## config.mk

```make
export PLATFORM = sky130hd
export DESIGN_NAME = cmp_bist_driver
export DESIGN_NICKNAME = d
export VERILOG_FILES = /design/src/rtl/cmp_pkg.sv /design/src/rtl/cmp_lfsr32.sv /design/src/rtl/cmp_bist_driver.sv
export SDC_FILE = /design/constraint.sdc
export NUM_CORES = 1
export LEC_CHECK = 0
export CAP_MARGIN = 10
export CORE_ASPECT_RATIO = 0.7
export CORE_UTILIZATION = 35
export CTS_BUF_LIST = sky130_fd_sc_hd__clkbuf_8
export CTS_CLUSTER_DIAMETER = 150
export DETAILED_ROUTE_END_ITERATION = 10
export PLACE_DENSITY = 0.61
export SLEW_MARGIN = 25
export SYNTH_ARGS = -nofsm -noshare
export SYNTH_HDL_FRONTEND = slang
export SYNTH_SLANG_ARGS = --single-unit
```

## constraint.sdc

```tcl
create_clock -name clk -period 3 [get_ports clk]
set_input_delay 0.9 -clock clk [delete_from_list [all_inputs] [get_ports clk]]
set_output_delay 0.9 -clock clk [all_outputs]
set_load 0.01 [all_outputs]
```

## src/rtl/cmp_pkg.sv

```systemverilog
// Shared definitions for the comparator BIST: FSM states, LFSR constants
// and the {Less,More,Equal} result encoding.
package cmp_pkg;

   typedef enum logic [2:0] {IDLE, DRIVE, WAIT, CHECK, DONE} state_t;

   typedef enum logic [2:0] {
      RES_EQUAL = 3'b001,
      RES_MORE  = 3'b010,
      RES_LESS  = 3'b100
   } result_t;

   // x^32 + x^22 + x^2 + x + 1 in right-shifting Galois form
   localparam logic [31:0] LFSR_POLY    = 32'h8020_0003;
   localparam logic [31:0] DEFAULT_SEED = 32'hACE1_1234;

   function automatic logic [31:0] lfsr_next(input logic [31:0] s);
      return s[0] ? ((s >> 1) ^ LFSR_POLY) : (s >> 1);
   endfunction

endpackage

```

## src/rtl/cmp_lfsr32.sv

```systemverilog
// 32-bit Galois LFSR with synchronous load and step controls.
module cmp_lfsr32
   import cmp_pkg::*;
#(
   parameter logic [31:0] SEED = DEFAULT_SEED
) (
   input  logic        clk,
   input  logic        rst,
   input  logic        load,
   input  logic        step,
   output logic [31:0] value
);

   always_ff @(posedge clk) begin
      if (rst || load) begin
         value <= SEED;
      end else if (step) begin
         value <= lfsr_next(value);
      end
   end

endmodule

```

## src/rtl/cmp_bist_driver.sv

```systemverilog
// BIST initiator for an N-bit magnitude comparator: drives X/Y vectors,
// checks Less/More/Equal against an inline golden compare, reports results.
module cmp_bist_driver
   import cmp_pkg::*;
#(
   parameter int unsigned    WIDTH       = 16,
   parameter int unsigned    NUM_VECTORS = 256,
   parameter int unsigned    CMP_LATENCY = 0,
   parameter logic [31:0]    SEED        = DEFAULT_SEED
) (
   input  logic             clk,
   input  logic             rst,
   input  logic             start,
   output logic [WIDTH-1:0] X,
   output logic [WIDTH-1:0] Y,
   input  logic             Less,
   input  logic             More,
   input  logic             Equal,
   output logic             busy,
   output logic             done,
   output logic             pass,
   output logic [15:0]      err_count,
   output logic [WIDTH-1:0] fail_x,
   output logic [WIDTH-1:0] fail_y
);

   localparam logic [15:0] LAST_IDX  = 16'(NUM_VECTORS - 1);
   localparam logic [15:0] WAIT_LAST = (CMP_LATENCY > 0) ? 16'(CMP_LATENCY - 1) : '0;

   state_t           state;
   state_t           state_nx;
   logic             launch;
   logic             lfsr_step;
   logic [15:0]      idx;
   logic [15:0]      idx_nx;
   logic [15:0]      wait_cnt;
   logic [31:0]      lfsr_q;
   logic [31:0]      lfsr_nx;
   logic [WIDTH-1:0] vec_x;
   logic [WIDTH-1:0] vec_y;
   result_t          exp_res;
   logic [2:0]       got_res;
   logic             mismatch;

   cmp_lfsr32 #(.SEED(SEED)) u_lfsr (
      .clk   (clk),
      .rst   (rst),
      .load  (launch),
      .step  (lfsr_step),
      .value (lfsr_q)
   );

   always_comb begin
      state_nx = state;
      launch   = 1'b0;
      case (state)
         IDLE, DONE: begin
            if (start) begin
               state_nx = DRIVE;
               launch   = 1'b1;
            end
         end
         DRIVE:   state_nx = (CMP_LATENCY > 0) ? WAIT : CHECK;
         WAIT:    if (wait_cnt == WAIT_LAST) state_nx = CHECK;
         CHECK:   state_nx = (idx < LAST_IDX) ? DRIVE : DONE;
         default: state_nx = IDLE;
      endcase
   end

   // The vector is chosen for the index being entered, so the LFSR is
   // stepped and its new value presented in the same edge.
   always_comb begin
      idx_nx    = launch ? '0 : idx + 16'd1;
      lfsr_nx   = lfsr_next(lfsr_q);
      lfsr_step = (state_nx == DRIVE) && !launch && (idx_nx >= 16'd4);
      vec_x     = '0;
      vec_y     = '0;
      if (idx_nx < 16'd4) begin
         case (idx_nx[1:0])
            2'd1:    vec_x = '1;
            2'd2:    vec_y = '1;
            2'd3:    begin vec_x = '1; vec_y = '1; end
            default: ;
         endcase
      end else begin
         vec_x = lfsr_nx[WIDTH-1:0];
         vec_y = (idx_nx[1:0] == 2'b11) ? lfsr_nx[WIDTH-1:0] : lfsr_nx[16 +: WIDTH];
      end
   end

   // The expected triple is always one-hot, so an exact compare also
   // rejects any non-one-hot response.
   always_comb begin
      if (X < Y)      exp_res = RES_LESS;
      else if (X > Y) exp_res = RES_MORE;
      else            exp_res = RES_EQUAL;
      got_res  = {Less, More, Equal};
      mismatch = (state == CHECK) && (got_res != 3'(exp_res));
   end

   always_ff @(posedge clk) begin
      if (rst) begin
         state     <= IDLE;
         idx       <= '0;
         wait_cnt  <= '0;
         X         <= '0;
         Y         <= '0;
         err_count <= '0;
         fail_x    <= '0;
         fail_y    <= '0;
         pass      <= 1'b0;
      end else begin
         state <= state_nx;
         if (launch) begin
            err_count <= '0;
            fail_x    <= '0;
            fail_y    <= '0;
            pass      <= 1'b0;
         end
         if (state_nx == DRIVE) begin
            idx <= idx_nx;
            X   <= vec_x;
            Y   <= vec_y;
         end
         wait_cnt <= (state == WAIT) ? wait_cnt + 16'd1 : '0;
         if (mismatch) begin
            if (err_count != 16'hFFFF) err_count <= err_count + 16'd1;
            if (err_count == 16'h0000) begin
               fail_x <= X;
               fail_y <= Y;
            end
         end
         if (state == CHECK && state_nx == DONE) begin
            pass <= (err_count == 16'h0000) && !mismatch;
         end
      end
   end

   always_comb begin
      busy = (state == DRIVE) || (state == WAIT) || (state == CHECK);
      done = (state == DONE);
   end

endmodule

```

==> run summary <==
For this design the ratio of total power to cell area is 542 nW/µm². Counting every sink on the clock net gives 148. The number of synthesis warnings is 0. Along the worst path, the maximum fanout reaches 22.

Summing every instance area after synthesis gives 6990 µm². The clock tree synthesis step divided the H-tree into 4 levels. Counting the fill cells in the layout gives 1,894. Summed over all nets, the switching power comes to 0.00140 W.

The run finished with clean final reports. Setup repair after global routing left no endpoint under its margin. In this run the static leakage power is 3.00 nW. For the routability congestion estimate, the log shows 0.812. After Yosys synthesis, full adders, half adders and majority gates account for 3.76% of the synthesized area. The critical path goes through nand4_1, or4_1, a32oi_1, o2111ai_2, o311a_2, buf_12, mux2i_1, nand2_1. The logs give 52 for the pin count of the biggest net entering global routing and 13,100 µm for the HPWL reported at the end of detailed placement. The run gives 0 as the final setup violation count. In this run, synthesis produced a sequential element count of 148.

The insertion delay of the later-clocked pin in the worst-skew pair was 450 ps. The tree is rooted in a clkbuf_8. The library cell used most frequently in the layout, excluding fill and tap cells, is dfxtp_1. In the synthesized netlist, the number of instances is 831. The class of the worst hold path is reg -> reg.

Across every metal layer, demand over resource in global routing totals 18.3%. In this run, CTS created clock tree buffers numbering 17. The number of port buffers came out at 88. The worst setup path is launched from a flip-flop. The core region is 19,200 µm². In the routed design, unresolved DRC markers number 0. The run gives 42.4% as the sequential area share after synthesis.

The first routing iteration left 528 violations. The tools report the clock share of power as 33.6%. By area the synthesized netlist is led by dfxtp_1, nand2_1, nor2_1. The count of flip-flops with a built-in enable after synthesis came out at 0.

The area enclosed by the die boundary was 20,600 µm². In the final timing run, aggregate negative setup slack is 0 ps. The tools report the number of antenna violations at the first check in global routing as 0. Cell accounting for the most synthesized area: dfxtp_1. Cell family contributing the most delay on the critical path: simple AND/OR/NAND/NOR gates. The maximum cell stage delay along the critical path was 610 ps; the highest clock rate was 0.354 GHz. In this run, flip-flops and latches consume 45.0% of the power.

Summing all multi-input logic gate instances after layout gives 3620 µm². The growth of design area from synthesis to finish was 25.4%. The sequential cell area in the final layout came out at 2960 µm². The finished layout holds 1,208 standard cells, fillers aside. Between clock sinks in the finished design, the worst skew comes to 11.8 ps. The tool flagged a number of max-cap violations equal to 0. The routed design has 18,300 µm of wire. Of the available clock period, the critical path in the final layout requires 94.2%.

At the worst endpoint, the arrival time is 3160 ps. The first global-routing pass estimated 29,600 µm of wire. Summing internal, switching and leakage power gives 0.00475 W. After synthesis, the netlist uses 54 different library cells. Combinational logic burns 21.4% of the power.

Across all hold checks on the routed design, the worst slack comes to 464 ps. Of the total synthesized cell area, the portion taken by AND, OR, NAND and NOR gates is 24.5%. The via count of the first global-routing pass was 5,511; the post-synthesis average cell area was 8.41 µm². The post-detailed-route wirelength per cell works out to 15.2 µm. The async set-reset flop share out of synthesis works out to 0%. The per-cell via count in the routed design was 5.08. The initial utilization of the core area, before any placement, comes to 36.3%. STA classifies the critical path endpoint as a flip-flop. The critical path is of the reg -> reg type. IR analysis of the VDD net gives a maximum drop of 0.271 mV. The clock-pin transition on the worst setup and hold timing paths was 80 ps. After synthesis, the largest family of logic cells by area is simple AND/OR/NAND/NOR gates.

The final max-slew violation count is 0, and the synthesized netlist net count is 858. After global routing the overflow that remains totals 0. The predominant post-synthesis flop cell was dfxtp_1.

The net total in the final layout is 960, and the time the final worst path needs with I/O delays and setup is 2830 ps. Height of the chip: 120 µm. The largest individual stage delay along the critical path comes from the cell or4_1. Measured along the x axis, the die boundary spans 171 µm.

The share of cell area taken by muxes after synthesis is 7.18%. TritonCTS built the clock tree. Data on the critical path is required at its endpoint by 3340 ps.

In this run the tightest slew margin relative to its limit is 61.0%. Cell internal power was estimated by the tool at 0.00335 W. The worst setup timing slack at the placement stage was 44.8 ps; the xor-xnor portion of the synthesized cell area was 3.13%.

During I/O placement, the number of pins put on the boundary was 89. Row generation in the floorplan step produced 42 rows. Final-report hold violation count: 0.

The minimum setup slack in the final design was 173 ps; the worst path buffer plus inverter count was 1. The fraction of power spent switching nets came out at 29.4%. In the layout the commonest cells are dfxtp_1, nand2_1, nor2_1. The maximum number of buffers from clock root to sink is 2, and the synthesized-area fraction occupied by ao, oa, aoi and oai cells is 13.2%. The first TritonRoute pass finished after 5 iterations.

The routed layout has 6,131 vias. In the final layout, the share of cells above drive strength 1 is 11.7%. The repair_antennas step left the layout with diodes totalling 0. The post-detailed-route count of antenna-violating nets was 0. The fraction of post-synthesis cell area in the top cell type by area was 42.4%; the number of instances in the placed design was 1,178.

For the pin with the worst max-slew slack, the measured transition is 586 ps.
## Yosys cell counts (10+ instances only)
cell type  count
dfxtp_1      148
nand2_1       96
nor2_1        91
a21oi_1       68
nand3_1       60
inv_1         36
nor3_1        32
clkbuf_1      31
mux2i_1       31
ha_1          21
mux2_2        17
nand4_1       17
buf_2         15
and2_1        13
xnor2_1       13
a211oi_1      12
xor2_1        12
nor4_1        11
and3_1        10
## worst paths after layout
check                       start                            end  slack [ps]  depth (start not counted)
max reg2reg   idx[3]$_SDFFE_PP0N_  u_lfsr.value[27]$_SDFFE_PP1P_         170                          8
max           idx[3]$_SDFFE_PP0N_  u_lfsr.value[27]$_SDFFE_PP1P_         170                          8
min reg2reg  fail_x[0]$_SDFF_PP0_           fail_x[0]$_SDFF_PP0_         460                          2
min          fail_x[0]$_SDFF_PP0_           fail_x[0]$_SDFF_PP0_         460                          2
## state kept, by name, summed over array words and instances, names as in the netlist
register      count
state             3
fail_x           16
X                16
u_lfsr.value     32
pass              1
Y                16
fail_y           16
wait_cnt         16
idx              16
err_count        16
## timing repair
action,in CTS,in global routing
buffers inserted,0,0
hold buffers,0,0
setup endpoints to repair,0,2
gates resized for setup,0,1
## power groups by stage
stage	Combinational (W)	Sequential, W	Clock, W
after floorplan	0.000513	0.00221	0
after global routing	0.00112	0.00215	0.00172
after global placement	0.00101	0.00218	0
after CTS	0.00102	0.00214	0.00163
after detailed placement	0.00102	0.00218	0
final	0.00102	0.00214	0.00160
## worst min-delay path, delay by kind of cell (launching register included)
kind	cells	cell delay, ps
compound gates	1	50
flops	1	310
simple gates	1	60
## metal layers
layer,up-vias,routed length (µm),track usage (%)
met1,2860,9740,28.1
met5,-,0,0
met2,133,7470,25.1
met3,13,914,4.19
li1,3125,-,-
met4,0,197,5.02
## area by class of cell
class,count,share of cell area (%)
Clock inverter,11,1.57
Multi-Input combinational cell,593,41.3
Timing Repair Buffer,137,15.0
Tap cell,264,3.77
Clock buffer,19,2.98
Inverter,36,1.54
Sequential cell,148,33.8
## metrics by stage
stage / util, % / cell area [µm²]
after floorplan: - / 6990
after global placement: 43.5 / 8360
after detailed placement: 43.5 / 8360
after CTS: 45.6 / 8760
after global routing: 45.6 / 8770
final: 45.6 / 8770
## kinds of logic (layout without fill, tap and decap cells)
kind of cell             Yosys count  after routing
AND/OR/NAND/NOR                  361            361
flip-flops                       148            148
AO/OA/AOI/OAI                    138            138
buffers and inverters             90            203
multiplexers                      48             48
XOR/XNOR                          25             25
adder cells (fa/ha/maj)           21             21
Power figures use the tool's default switching activity.
